### src/rtl/wb_arbiter.sv
// Writeback arbiter: merges scalar-pipe and vector-pipe writebacks onto one scalar-RF
// and one vector-RF write port, absorbing same-cycle conflicts in per-port FIFOs.

module wb_arb_port #(
  parameter int W     = 8,
  parameter int DEPTH = 4
) (
  input  logic         clk_i,
  input  logic         rst_ni,
  input  logic         a_vld_i,
  input  logic [W-1:0] a_dat_i,
  input  logic         b_vld_i,
  input  logic [W-1:0] b_dat_i,
  output logic         we_o,
  output logic [W-1:0] dat_o,
  output logic         stall_o,
  output logic         drop_o
);
  localparam int PW = (DEPTH > 1) ? $clog2(DEPTH) : 1;
  localparam int CW = $clog2(DEPTH + 1);

  logic [W-1:0]  mem_q [DEPTH];
  logic [PW-1:0] wptr_q, wptr_d, rptr_q, rptr_d, wr1_idx;
  logic [CW-1:0] cnt_q, cnt_d;
  logic [CW:0]   free_slots;
  logic          pop, push_a, push_b, acc_a, acc_b, iss;
  logic          wr0_en, wr1_en;
  logic [W-1:0]  iss_dat, wr0_dat;
  logic          we_q, we_d;
  logic [W-1:0]  dat_q, dat_d;

  function automatic logic [PW-1:0] inc(input logic [PW-1:0] p);
    return (p == PW'(DEPTH - 1)) ? '0 : p + 1'b1;
  endfunction

  always_comb begin
    pop    = (cnt_q != '0);
    // Head has priority; the first valid incoming request only issues when the FIFO is empty.
    push_a = pop & a_vld_i;
    push_b = b_vld_i & (pop | a_vld_i);
    iss    = pop | a_vld_i | b_vld_i;
    if (pop)          iss_dat = mem_q[rptr_q];
    else if (a_vld_i) iss_dat = a_dat_i;
    else if (b_vld_i) iss_dat = b_dat_i;
    else              iss_dat = '0;

    // Space counts the slot freed by this cycle's pop, so full+pop+push is legal.
    free_slots = (CW+1)'(DEPTH) - {1'b0, cnt_q} + {{CW{1'b0}}, pop};
    acc_a      = push_a & (free_slots != '0);
    acc_b      = push_b & (free_slots > {{CW{1'b0}}, acc_a});
    drop_o     = (push_a & ~acc_a) | (push_b & ~acc_b);

    wr0_en  = acc_a | acc_b;
    wr0_dat = acc_a ? a_dat_i : b_dat_i;
    wr1_en  = acc_a & acc_b;
    wr1_idx = inc(wptr_q);

    if (wr1_en)      wptr_d = inc(inc(wptr_q));
    else if (wr0_en) wptr_d = inc(wptr_q);
    else             wptr_d = wptr_q;
    rptr_d = pop ? inc(rptr_q) : rptr_q;
    cnt_d  = cnt_q + CW'(acc_a) + CW'(acc_b) - CW'(pop);

    we_d  = iss;
    dat_d = iss ? iss_dat : '0;
  end

  always_ff @(posedge clk_i or negedge rst_ni) begin
    if (!rst_ni) begin
      cnt_q  <= '0;
      wptr_q <= '0;
      rptr_q <= '0;
      we_q   <= 1'b0;
      dat_q  <= '0;
    end else begin
      cnt_q  <= cnt_d;
      wptr_q <= wptr_d;
      rptr_q <= rptr_d;
      we_q   <= we_d;
      dat_q  <= dat_d;
    end
  end

  always_ff @(posedge clk_i) begin
    if (wr0_en) mem_q[wptr_q]  <= wr0_dat;
    if (wr1_en) mem_q[wr1_idx] <= b_dat_i;
  end

  assign we_o    = we_q;
  assign dat_o   = dat_q;
  assign stall_o = (cnt_q > CW'(DEPTH - 2));
endmodule

module wb_arbiter #(
  parameter int DATA_W  = 36,
  parameter int VDATA_W = 128,
  parameter int LANES   = 4,
  parameter int ADDR_W  = 5,
  parameter int DEPTH   = 4
) (
  input  logic               clk,
  input  logic               rst_n,
  input  logic               s_we,
  input  logic [ADDR_W-1:0]  s_waddr,
  input  logic [DATA_W-1:0]  s_wdata,
  input  logic               s_vwe,
  input  logic [ADDR_W-1:0]  s_vwaddr,
  input  logic [VDATA_W-1:0] s_vwdata,
  input  logic [LANES-1:0]   s_vmask,
  input  logic               v_we,
  input  logic [ADDR_W-1:0]  v_waddr,
  input  logic [DATA_W-1:0]  v_wdata,
  input  logic               v_vwe,
  input  logic [ADDR_W-1:0]  v_vwaddr,
  input  logic [VDATA_W-1:0] v_vwdata,
  input  logic [LANES-1:0]   v_vmask,
  output logic               rf_we,
  output logic [ADDR_W-1:0]  rf_waddr,
  output logic [DATA_W-1:0]  rf_wdata,
  output logic               vrf_we,
  output logic [ADDR_W-1:0]  vrf_waddr,
  output logic [VDATA_W-1:0] vrf_wdata,
  output logic [LANES-1:0]   vrf_wmask,
  output logic               wb_stall,
  output logic               wb_overflow
);
  localparam int SW = ADDR_W + DATA_W;
  localparam int VW = ADDR_W + VDATA_W + LANES;

  logic [SW-1:0] s_out;
  logic [VW-1:0] v_out;
  logic          s_stall, v_stall, s_drop, v_drop;
  logic          ovf_q, ovf_d;

  wb_arb_port #(.W(SW), .DEPTH(DEPTH)) u_sport (
    .clk_i   (clk),
    .rst_ni  (rst_n),
    .a_vld_i (s_we),
    .a_dat_i ({s_waddr, s_wdata}),
    .b_vld_i (v_we),
    .b_dat_i ({v_waddr, v_wdata}),
    .we_o    (rf_we),
    .dat_o   (s_out),
    .stall_o (s_stall),
    .drop_o  (s_drop)
  );

  wb_arb_port #(.W(VW), .DEPTH(DEPTH)) u_vport (
    .clk_i   (clk),
    .rst_ni  (rst_n),
    .a_vld_i (s_vwe),
    .a_dat_i ({s_vwaddr, s_vwdata, s_vmask}),
    .b_vld_i (v_vwe),
    .b_dat_i ({v_vwaddr, v_vwdata, v_vmask}),
    .we_o    (vrf_we),
    .dat_o   (v_out),
    .stall_o (v_stall),
    .drop_o  (v_drop)
  );

  assign {rf_waddr, rf_wdata}              = s_out;
  assign {vrf_waddr, vrf_wdata, vrf_wmask} = v_out;
  assign wb_stall                          = s_stall | v_stall;

  always_comb ovf_d = ovf_q | s_drop | v_drop;

  always_ff @(posedge clk or negedge rst_n) begin
    if (!rst_n) ovf_q <= 1'b0;
    else        ovf_q <= ovf_d;
  end

  assign wb_overflow = ovf_q;
endmodule
### config.mk
export PLATFORM = sky130hd
export DESIGN_NAME = wb_arbiter
export DESIGN_NICKNAME = d
export VERILOG_FILES = /design/src/rtl/wb_arbiter.sv
export SDC_FILE = /design/constraint.sdc
export NUM_CORES = 2
export LEC_CHECK = 0
export BUFFER_PORTS_ARGS = -buffer_cell sky130_fd_sc_hd__buf_2
export CELL_PAD_IN_SITES_DETAIL_PLACEMENT = 0
export CELL_PAD_IN_SITES_GLOBAL_PLACEMENT = 1
export CORE_AREA = 4 4 297 299
export DETAILED_ROUTE_END_ITERATION = 8
export DIE_AREA = 0 0 301 303
export PLACE_DENSITY = 0.88
export SLEW_MARGIN = 20
export SYNTH_ARGS = -nofsm -noshare
export SYNTH_HDL_FRONTEND = slang
export SYNTH_SLANG_ARGS = --single-unit
### constraint.sdc
create_clock -name clk -period 8.8 [get_ports clk]
set_input_delay 1.76 -clock clk [delete_from_list [all_inputs] [get_ports clk]]
set_output_delay 1.76 -clock clk [all_outputs]
set_load 0.01 [all_outputs]
==> results by group <==
GRT
  – Largest net degree at the start of global routing: 111
  – All-layer global routing usage: about a quarter
  – Vias in the first global route: 28880
  – Grt total ovfl: 0
  – Antenna violations before repair: 57
  – First-pass GRT wire length: 177000 um

Timing
  – Slew Viols, Final: 0
  – Final setup fails: 0
  – Final period utilization: 55.14%
  – Setup TNS: 0 ns
  – Min Clock Period, post-route: 4.852 ns
  – Final-report hold violation count: 0
  – Final hold slack: ~0.54 ns
  – Final setup skew: 0.02327 ns
  – RSZ-0062 raised after global routing: no
  – Worst-margin pin slew: 1.361 ns
  – Final WS setup: 3.948 ns
  – Slew HR: 9.233%
  – F_max: 206.1 MHz

Worst setup path
  – CP Data Arrival Time: between 5 and 6 ns
  – Crit-path max cell delay: about 0.57 ns
  – Crit-path slowest cell: a22o_1
  – Worst setup SP type: input port
  – Crit path required time: 9.07 ns
  – Kind of critical path: input port to register
  – Largest fanout on the critical path: 47
  – CP endpoint kind: register
  – Critical Path Most Common Cell: buf_4
  – Worst Reg-to-Reg Cells: 12
  – Crit-path cells: buf_2, buf_4, o221a_2, ha_1, o21bai_1, a22o_1, o21a_1, nor2_1, nor2_4, buf_4

Placed design
  – Final Wtd Congestion: between 0.7 and 0.8
  – Final HPWL DP: between 70000 and 80000 um
  – Dpl ws: around 3.3 ns
  – Count of input and output buffers: approximately 540

CTS
  – Hold buffer count at CTS: 0
  – H-tree depth: 3
  – # resized after CTS: 0
  – Total CTS buffers: 96
  – Clock root buffer: clkbuf_16
  – Clock Latency Late Sink: 0.65 ns
  – CTS max path bufs: 3
  – CTS sink count: between 900 and 1000
  – CTS tree: yes
  – Post-CTS Setup Bufs: 0
  – CTS clk-pin slew, worst paths: 0.06 ns

Finish
  – Leading cell type in the layout, fill and taps excluded: edfxtp_1
  – Share of cells above drive strength 1: between 50% and 60%
  – Area growth syn-to-layout: 14.37%
  – Fin nets: 3544
  – Most frequent cells in the layout: 712 x edfxtp_1, 541 x buf_2, 520 x mux2_4

Drt
  – Vias: ~27000
  – Drt pass-1 iters: 6
  – Routed wire per std cell: roughly 27 um
  – Vias per cell: approximately 6
  – DRC: 0
  – DRT iter0 DRCs: around 2300
  – Post-route ant nets: 0
  – Final wirelength: 119300 um

Floorplanning
  – Die height: 303 um
  – Starting Density: 53.91%
  – Die area: 91200 um^2
  – IO Count: between 500 and 600
  – Row cnt: between 100 and 150
  – Die width: around 300 um
  – Core area: 85150 um^2

Hold path
  – Hold Path Class: register to register
  – Hold depth: 2

Logic synthesis
  – Post-synthesis sequential area ratio: about 57%
  – Ys async rst share: 21.50%
  – Synth warnings: 0
  – Mean Syn Cell Area: 17.16 um^2
  – Top_reg_cell synth: edfxtp_1
  – Synth Register Bits: 907
  – Yosys cell types: 56
  – Post-Syn Instances: 2675
  – EDFF count, synth: between 700 and 800
  – Synthesized area: 45910 um^2

Run
  – Max-Cap Viols: 0

Pwr
  – Lkg Pwr: 20.52 nW
  – Power Density: 383.6 nW/um^2
  – Worst vdd ir: 0.5638 mV

Run status
  – Outcome: finished, final reports clean
## power by group
part / leakage (nW) / internal (mW) / switching, mW
registers: 8.90 / 7.03 / 0.663
logic: 10.0 / 3.89 / 4.33
clock network: 1.62 / 2.48 / 1.75
## synth_stat cells (all sizes together) (3+ instances only)
cell | count | share of area (%)
mux2 | 714 | 22
edfxtp | 712 | 47
dfrtp | 195 | 11
mux4 | 178 | 8.7
nand2 | 148 | 1.2
o21ai | 141 | 1.5
a22oi | 137 | 2.2
buf | 101 | 2.7
clkbuf | 101 | 0.83
nor2 | 95 | 0.79
a221oi | 42 | 0.84
ha | 24 | 0.65
inv | 14 | 0.11
a21oi | 10 | 0.21
a31oi | 6 | 0.11
a22o | 5 | 0.095
mux2i | 5 | 0.11
nor3 | 5 | 0.055
fa | 4 | 0.17
or3 | 4 | 0.055
nand2b | 3 | 0.041
or2 | 3 | 0.041
xnor2 | 3 | 0.057
## final timing paths
path | startpoint | endpoint | slack, ns
min reg2reg | wb_overflow | wb_overflow | 0.54
min in group asynchronous | rst_n | u_vport.dat_o[101] | 1.08
min | wb_overflow | wb_overflow | 0.54
max in group asynchronous | rst_n | u_vport.dat_o[27] | 6.46
max | s_we | u_sport.mem_q[3][15] | 3.95
max reg2reg | u_sport.cnt_q[2] | u_sport.mem_q[3][15] | 4.31
## cell type report
type | instances | area [um^2]
repair buffers | 582 | 3208
clock inverters | 55 | 666.9
well taps | 1144 | 1431
fillers | 6270 | 32650
multi-input cells | 1553 | 18100
clock buffers | 127 | 2660
inverters | 14 | 52.55
diodes | 42 | 105.1
flip-flops and latches | 907 | 26270
## through the flow
step | power, mW | area (um^2) | util [%] | cells
6_report | 20.14 | 52500 | 61.66 | 4424
3_5_place_dp | 15.98 | 49040 | 57.59 | 4199
5_1_grt | 21.04 | 52450 | 61.60 | 4402
4_1_cts | 20.23 | 52370 | 61.50 | 4381
2_1_floorplan | 13.94 | 45910 | - | 2676
3_3_place_gp | 15.71 | 48980 | 57.53 | 4197
## kinds of logic after synthesis
logic type      synth area share [%]
compound gates                 5.280
xor+xnor                     0.07633
buf+inv                        3.658
fa+ha+maj                     0.8286
flops                          57.21
other cells                 0.008169
simple gates                   2.336
mux                            30.61
## routing by layer
layer | wire [um] | GRT usage, % | part of all wire [%]
met1 | 44720 | 30.97 | 37
met2 | 61230 | 45.33 | 51
met3 | 10130 | 6.275 | 8.5
met4 | 3047 | 8.223 | 2.6
met5 | 196 | 0 | 0.16
## flip-flops by register name, indices dropped and copies added (netlist names)
name	cells
u_vport.mem_q	548
u_sport.mem_q	164
u_vport.dat_o	137
u_sport.dat_o	41
u_sport.cnt_q	3
u_vport.cnt_q	3
u_sport.rptr_q	2
u_sport.wptr_q	2
u_vport.rptr_q	2
u_vport.wptr_q	2
u_sport.we_o	1
u_vport.we_o	1
wb_overflow	1
## worst max-delay path, delay by kind of cell
| family | cells | cell delay (ns) |
|---|---|---|
| compound gates | 4 | 1.50 |
| buf+inv | 3 | 1.16 |
| simple gates | 2 | 0.36 |
| fa+ha+maj | 1 | 0.26 |
(Power assumes the default switching activity.)
